$ cat config.mk
export PLATFORM = sky130hd
export DESIGN_NAME = neuron_layer1_sequencer
export DESIGN_NICKNAME = d
export VERILOG_FILES = /design/src/rtl/neuron_pkg.sv /design/src/rtl/neuron_layer1_sequencer_surr_level_gen.sv /design/src/rtl/neuron_layer1_sequencer.sv
export SDC_FILE = /design/constraint.sdc
export NUM_CORES = 1
export LEC_CHECK = 0
export ABC_AREA = 1
export CORE_MARGIN = 3
export CORE_UTILIZATION = 45
export DETAILED_ROUTE_END_ITERATION = 8
export PLACE_DENSITY_LB_ADDON = 0.1
export SLEW_MARGIN = 5
export SYNTH_ARGS = -nofsm -noshare
export SYNTH_HDL_FRONTEND = slang
export SYNTH_SLANG_ARGS = --single-unit
export TNS_END_PERCENT = 50
$ cat constraint.sdc
create_clock -name clk -period 4.4 [get_ports clk]
set_clock_uncertainty 0.05 [all_clocks]
set_input_delay 0.66 -clock clk [delete_from_list [all_inputs] [get_ports clk]]
set_output_delay 0.66 -clock clk [all_outputs]
set_load 0.02 [all_outputs]
$ cat src/rtl/neuron_pkg.sv
// Shared definitions for the layer-1 neuron sequencer: FSM state encoding
// and the width rule for the surrogate level index.
package neuron_pkg;

   typedef enum logic [2:0] {
      ST_IDLE  = 3'd0,
      ST_ACCUM = 3'd1,
      ST_FIRE  = 3'd2,
      ST_SHIFT = 3'd3,
      ST_SURR  = 3'd4,
      ST_FLUSH = 3'd5
   } seq_state_e;

   // Level index must hold 0..n, so it needs clog2(n+1) bits.
   function automatic int level_idx_width(input int n_levels);
      return $clog2(n_levels + 1);
   endfunction

endpackage

$ cat src/rtl/neuron_layer1_sequencer_surr_level_gen.sv
// Surrogate level threshold generator: base + k*step computed with four
// guard bits, then clamped to the signed range of the membrane width.
module surr_level_gen #(
   parameter int W     = 17,
   parameter int LVL_W = 3
) (
   input  logic signed [W-1:0] base_i,
   input  logic signed [W-1:0] step_i,
   input  logic [LVL_W-1:0]    level_i,
   output logic signed [W-1:0] threshold_o
);

   localparam int EW = W + 4;
   localparam logic signed [EW-1:0] SAT_MAX = {{5{1'b0}}, {(W-1){1'b1}}};
   localparam logic signed [EW-1:0] SAT_MIN = {{5{1'b1}}, {(W-1){1'b0}}};

   logic signed [EW-1:0] base_ext;
   logic signed [EW-1:0] step_ext;
   logic signed [EW-1:0] lvl_ext;
   logic signed [EW-1:0] sum;

   // Widen, accumulate, then saturate back into the membrane range.
   always_comb begin
      base_ext = EW'(base_i);
      step_ext = EW'(step_i);
      lvl_ext  = EW'(level_i);
      sum      = base_ext + step_ext * lvl_ext;
      if (sum > SAT_MAX) begin
         threshold_o = SAT_MAX[W-1:0];
      end else if (sum < SAT_MIN) begin
         threshold_o = SAT_MIN[W-1:0];
      end else begin
         threshold_o = sum[W-1:0];
      end
   end

endmodule

$ cat src/rtl/neuron_layer1_sequencer.sv
// Layer-1 neuron sequencer: walks each sample through accumulate, fire and
// (in training) surrogate-box shift plus ascending surrogate level sweeps.
module neuron_layer1_sequencer
   import neuron_pkg::*;
#(
   parameter int BIT_WIDTH_MEMBRANE  = 17,
   parameter int BIT_WIDTH_SURROGATE = 3,
   parameter int N_LEVELS            = 4,
   parameter int BIT_WIDTH_TIMESTEP  = 8
) (
   input  logic                                 clk,
   input  logic                                 reset,
   input  logic                                 start_i,
   input  logic                                 abort_i,
   input  logic                                 training_i,
   input  logic [BIT_WIDTH_TIMESTEP-1:0]        num_timesteps_i,
   input  logic                                 accum_done_i,
   input  logic signed [BIT_WIDTH_MEMBRANE-1:0] threshold_fire_i,
   input  logic signed [BIT_WIDTH_MEMBRANE-1:0] surr_base_i,
   input  logic signed [BIT_WIDTH_MEMBRANE-1:0] surr_step_i,
   output logic signed [BIT_WIDTH_MEMBRANE-1:0] threshold_o,
   output logic                                 post_spiking_now_o,
   output logic                                 this_sample_done_o,
   output logic                                 training_state_o,
   output logic                                 surrogate_compute_time_o,
   output logic [BIT_WIDTH_SURROGATE-1:0]       surrogate_ref_o,
   output logic                                 surrogate_read_finish_o,
   output logic                                 busy_o,
   output logic [BIT_WIDTH_TIMESTEP-1:0]        timestep_o,
   output logic                                 sample_done_o
);

   localparam int LVL_W = level_idx_width(N_LEVELS);
   localparam int TS_W  = BIT_WIDTH_TIMESTEP;

   seq_state_e        state_q, state_d;
   logic [TS_W-1:0]   timestep_q, timestep_d;
   logic [TS_W-1:0]   count_q, count_d;
   logic              training_q, training_d;
   logic [LVL_W-1:0]  level_q, level_d;
   logic              abort_q, abort_d;

   logic                                 last_ts;
   logic signed [BIT_WIDTH_MEMBRANE-1:0] level_thr;

   assign last_ts = (timestep_q == (count_q - TS_W'(1)));

   surr_level_gen #(
      .W     (BIT_WIDTH_MEMBRANE),
      .LVL_W (LVL_W)
   ) u_level_gen (
      .base_i      (surr_base_i),
      .step_i      (surr_step_i),
      .level_i     (level_q),
      .threshold_o (level_thr)
   );

   // State and counter registers with synchronous reset.
   always_ff @(posedge clk) begin
      if (reset) begin
         state_q    <= ST_IDLE;
         timestep_q <= '0;
         count_q    <= '0;
         training_q <= 1'b0;
         level_q    <= '0;
         abort_q    <= 1'b0;
      end else begin
         state_q    <= state_d;
         timestep_q <= timestep_d;
         count_q    <= count_d;
         training_q <= training_d;
         level_q    <= level_d;
         abort_q    <= abort_d;
      end
   end

   // Next-state logic; abort_q remembers that the pending FIRE ends the sample.
   always_comb begin
      state_d    = state_q;
      timestep_d = timestep_q;
      count_d    = count_q;
      training_d = training_q;
      level_d    = level_q;
      abort_d    = abort_q;
      case (state_q)
         ST_IDLE: begin
            if (start_i) begin
               training_d = training_i;
               count_d    = (num_timesteps_i == '0) ? TS_W'(1) : num_timesteps_i;
               timestep_d = '0;
               abort_d    = 1'b0;
               state_d    = ST_ACCUM;
            end
         end
         ST_ACCUM: begin
            if (abort_i) begin
               abort_d = 1'b1;
               state_d = ST_FIRE;
            end else if (accum_done_i) begin
               state_d = ST_FIRE;
            end
         end
         ST_FIRE: begin
            if (abort_q) begin
               state_d = ST_FLUSH;
            end else if (training_q) begin
               state_d = ST_SHIFT;
            end else if (last_ts) begin
               state_d = ST_FLUSH;
            end else begin
               timestep_d = timestep_q + TS_W'(1);
               state_d    = ST_ACCUM;
            end
         end
         ST_SHIFT: begin
            if (abort_i) begin
               abort_d = 1'b1;
               state_d = ST_FIRE;
            end else begin
               level_d = '0;
               state_d = ST_SURR;
            end
         end
         ST_SURR: begin
            if (abort_i) begin
               abort_d = 1'b1;
               level_d = '0;
               state_d = ST_FIRE;
            end else if (level_q == LVL_W'(N_LEVELS - 1)) begin
               level_d = '0;
               if (last_ts) begin
                  state_d = ST_FLUSH;
               end else begin
                  timestep_d = timestep_q + TS_W'(1);
                  state_d    = ST_ACCUM;
               end
            end else begin
               level_d = level_q + LVL_W'(1);
            end
         end
         ST_FLUSH: begin
            abort_d = 1'b0;
            state_d = ST_IDLE;
         end
         default: state_d = ST_IDLE;
      endcase
   end

   // Control outputs decoded from registered state and counters only.
   always_comb begin
      threshold_o              = threshold_fire_i;
      post_spiking_now_o       = 1'b0;
      this_sample_done_o       = 1'b0;
      surrogate_compute_time_o = 1'b0;
      surrogate_ref_o          = '0;
      surrogate_read_finish_o  = 1'b0;
      sample_done_o            = 1'b0;
      busy_o                   = (state_q != ST_IDLE);
      training_state_o         = (state_q != ST_IDLE) && training_q;
      timestep_o               = timestep_q;
      case (state_q)
         ST_FIRE: begin
            post_spiking_now_o = 1'b1;
            this_sample_done_o = abort_q || last_ts;
         end
         ST_SHIFT: surrogate_read_finish_o = 1'b1;
         ST_SURR: begin
            surrogate_compute_time_o = 1'b1;
            threshold_o              = level_thr;
            surrogate_ref_o          = BIT_WIDTH_SURROGATE'(level_q) + BIT_WIDTH_SURROGATE'(1);
         end
         ST_FLUSH: sample_done_o = 1'b1;
         default: ;
      endcase
   end

endmodule

==> metrics.yaml <==
status:
  status: "complete, but fails checks"
  violations: "setup timing"
placed_design:
  place_ws_ps: -1260
  gp_congestion: 0.923
  place_hpwl_um: 11300
  numPortBuffers: 99
  dp_cells: 1038
yosys:
  yosysWarnings: 0
  syn_area_per_cell_sq_um: 6.24
  synthTopCellsByArea: "nand2_1 (16%), inv_1 (15%), fa_1 (15%)"
  synth.distinct_cells: 40
  ys_ff_latch: 24
  synth-seq-area-share: 0.101
  synthCells: 762
  synth_fp_nets: 909
  yosys.area.top_type: "nand2_1"
  synthesis.area_sq_um: 4760
  synth_top_area_share: 0.161
floorplan:
  coreArea_sq_um: 10000
  fp.dieArea_sq_um: 11800
  die_y_um: 109
  dieWidth_um: 109
  io_pins: 100
  row_count: 36
  start_util: 0.474
timing:
  timing.fmax_ghz: 0.204
  finalHoldViolations: 0
  drv_slew: 0
  tns_ps: -7990
  period_minus_slack_ps: 4910
  finalSetupViolations: 17
  fin_hold_ws_ps: 441
  rsz0062_at_grt: "yes"
  min_period_over_period: 1.12
  worstMarginPinSlew_ps: 686
  fin_ws_ps: -514
  slew-limit-headroom: 0.541
worst_setup_path:
  worstPathRequired_ps: 3690
  arrival_ps: 4200
  end_kind: "output port"
  path_common_cell: "nand2_4"
  r2r_slack_ps: 2230
  slowest_stage: "fa_1"
  cpPeakStageDelay_ps: 550
  crit_path_cell_trace: "buf_2 -> nand2_4 -> inv_4 -> ha_4 -> fa_1 -> inv_2 -> fa_1 -> inv_2 -> ha_4 -> nand2_4 -> inv_4 -> nand2_2 -> nand2_2 -> a21oi_4 -> buf_4 -> nand3_1 -> nand2_1 -> nor2_2 -> nand3_2 -> nand2_4 -> clkbuf_16 -> nand2_4 -> a21oi_4 -> buf_6"
  critPathMaxFanout: 6
  crit_path_start_kind: "primary input"
  worst-setup-path-type: "primary input to output port"
drt:
  vias_per_cell: 5.07
  wl_per_cell_um: 14.8
  postRouteAntennaNets: 0
  firstDrtPassIters: 5
  drc: 0
  dr.first_iter.drc_count: 365
  drt-total-wl_um: 15800
  vias: 5439
clock_tree:
  path_clk_slew_ps: 90
  root_buffer: "clkbuf_8"
  numCtsBuffers: 3
  cts.sinks: 24
  htreeDepth: 1
  clk_path_buf_depth: 2
  clkLatencyLatePin_ps: 270
  cts_tree: "yes"
cells_and_area:
  mostFrequentLayoutCells: "inv_1 (152), nand2_1 (144), buf_4 (76), clkdlybuf4s50_1 (65), nand2_2 (48)"
  layoutNonFillerInstCount: 1072
  final_net_count: 1087
  synthToLayoutAreaGrowth_pct: 62.3
  antennaDiodeCount: 0
  layout_commonest_cell: "inv_1"
  drive_gt1_frac: 0.363
global_routing:
  grt_max_degree: 18
  track_usage: 0.249
  grt-ovfl-total: 0
  grt_pass1_wl_um: 24100
  antenna_found_initial: 0
  grt_pass1_vias: 5235
pwr:
  vdd_drop_max_v: 0.000278
  p_per_area_nw_per_um2: 126
  leakagePower_nw: 3.94
min_path:
  min_path_type: "register to register"
flow_run:
  max_cap_violations: 0
-- repair_timing --
item / CTS / global route
resized for setup: 252 / 95
pin swaps: 72 / 65
hold buffers: 0 / 0
setup buffers: 12 / 19
endpoints found under the setup margin: 17 / 17
gates cloned: 3 / 2
-- layout make-up --
class	count	area, sq um
Fill cell	715	2320
Multi-Input combinational cell	526	4470
Clock buffer	3	41.3
Sequential cell	24	488
Tap cell	133	166
Timing Repair Buffer	187	1760
Inverter	198	761
Clock inverter	1	30.0
-- metal layers --
layer  GRT usage  wire length [um]  vias to the layer above
met5           0                 0                        -
met4      0.0559               309                        0
met3      0.0231               803                       34
met2       0.456              8210                      201
met1       0.317              6510                     2540
li1            -                 -                     2664
-- cell families after synthesis --
logic type      count (synthesis)  synth area share
compound gates                 88             0.108
xor+xnor                       23            0.0423
fa+ha+maj                      82             0.271
buf+inv                       212             0.171
flops                          24             0.101
simple gates                  333             0.306
-- synthesized netlist by cell type (all sizes together) --
master,number
nor2,55
or2,2
a211oi,3
nand3b,3
o21ai,20
nand4,6
nor3,9
nor3b,2
o21bai,2
fa,35
ha,47
inv,198
o32ai,1
dfxtp,24
clkbuf,11
and2,1
nand3,38
a21oi,58
nand2,215
o22ai,1
nor4,2
xnor2,11
a31oi,3
xor2,12
buf,3
-- where the power goes --
group	internal, mW	total (mW)	switching (mW)
clock	0.122	0.201	0.0789
combinational	0.232	0.527	0.295
sequential	0.232	0.245	0.0129
-- final timing paths --
kind,start,to,cells past startpoint
min reg2reg,count_q[7],count_q[7],2
max reg2reg,count_q[0],timestep_o[0],14
min,count_q[7],count_q[7],2
max,surr_step_i[10],threshold_o[14],24
-- sequential cells by signal, summed over array words and instances (netlist names) --
register,flops
training_q,1
abort_q,1
state_q,3
timestep_o,8
count_q,8
level_q,3
-- metrics by stage --
step                      power (mW)   util  instance area [sq um]
final                          0.973  0.769                   7720
after global routing            1.03  0.769                   7720
after CTS                      0.928  0.728                   7310
after detailed placement       0.710  0.666                   6690
after global placement         0.700  0.666                   6690
after floorplan                0.529      -                   5120
-- critical path: cells and delay by family --
family | cells | cell delay [ps]
fa+ha+maj | 4 | 1620
simple gates | 10 | 870
buf+inv | 8 | 790
compound gates | 2 | 240
Note: power is estimated with default switching activity, not from simulation.
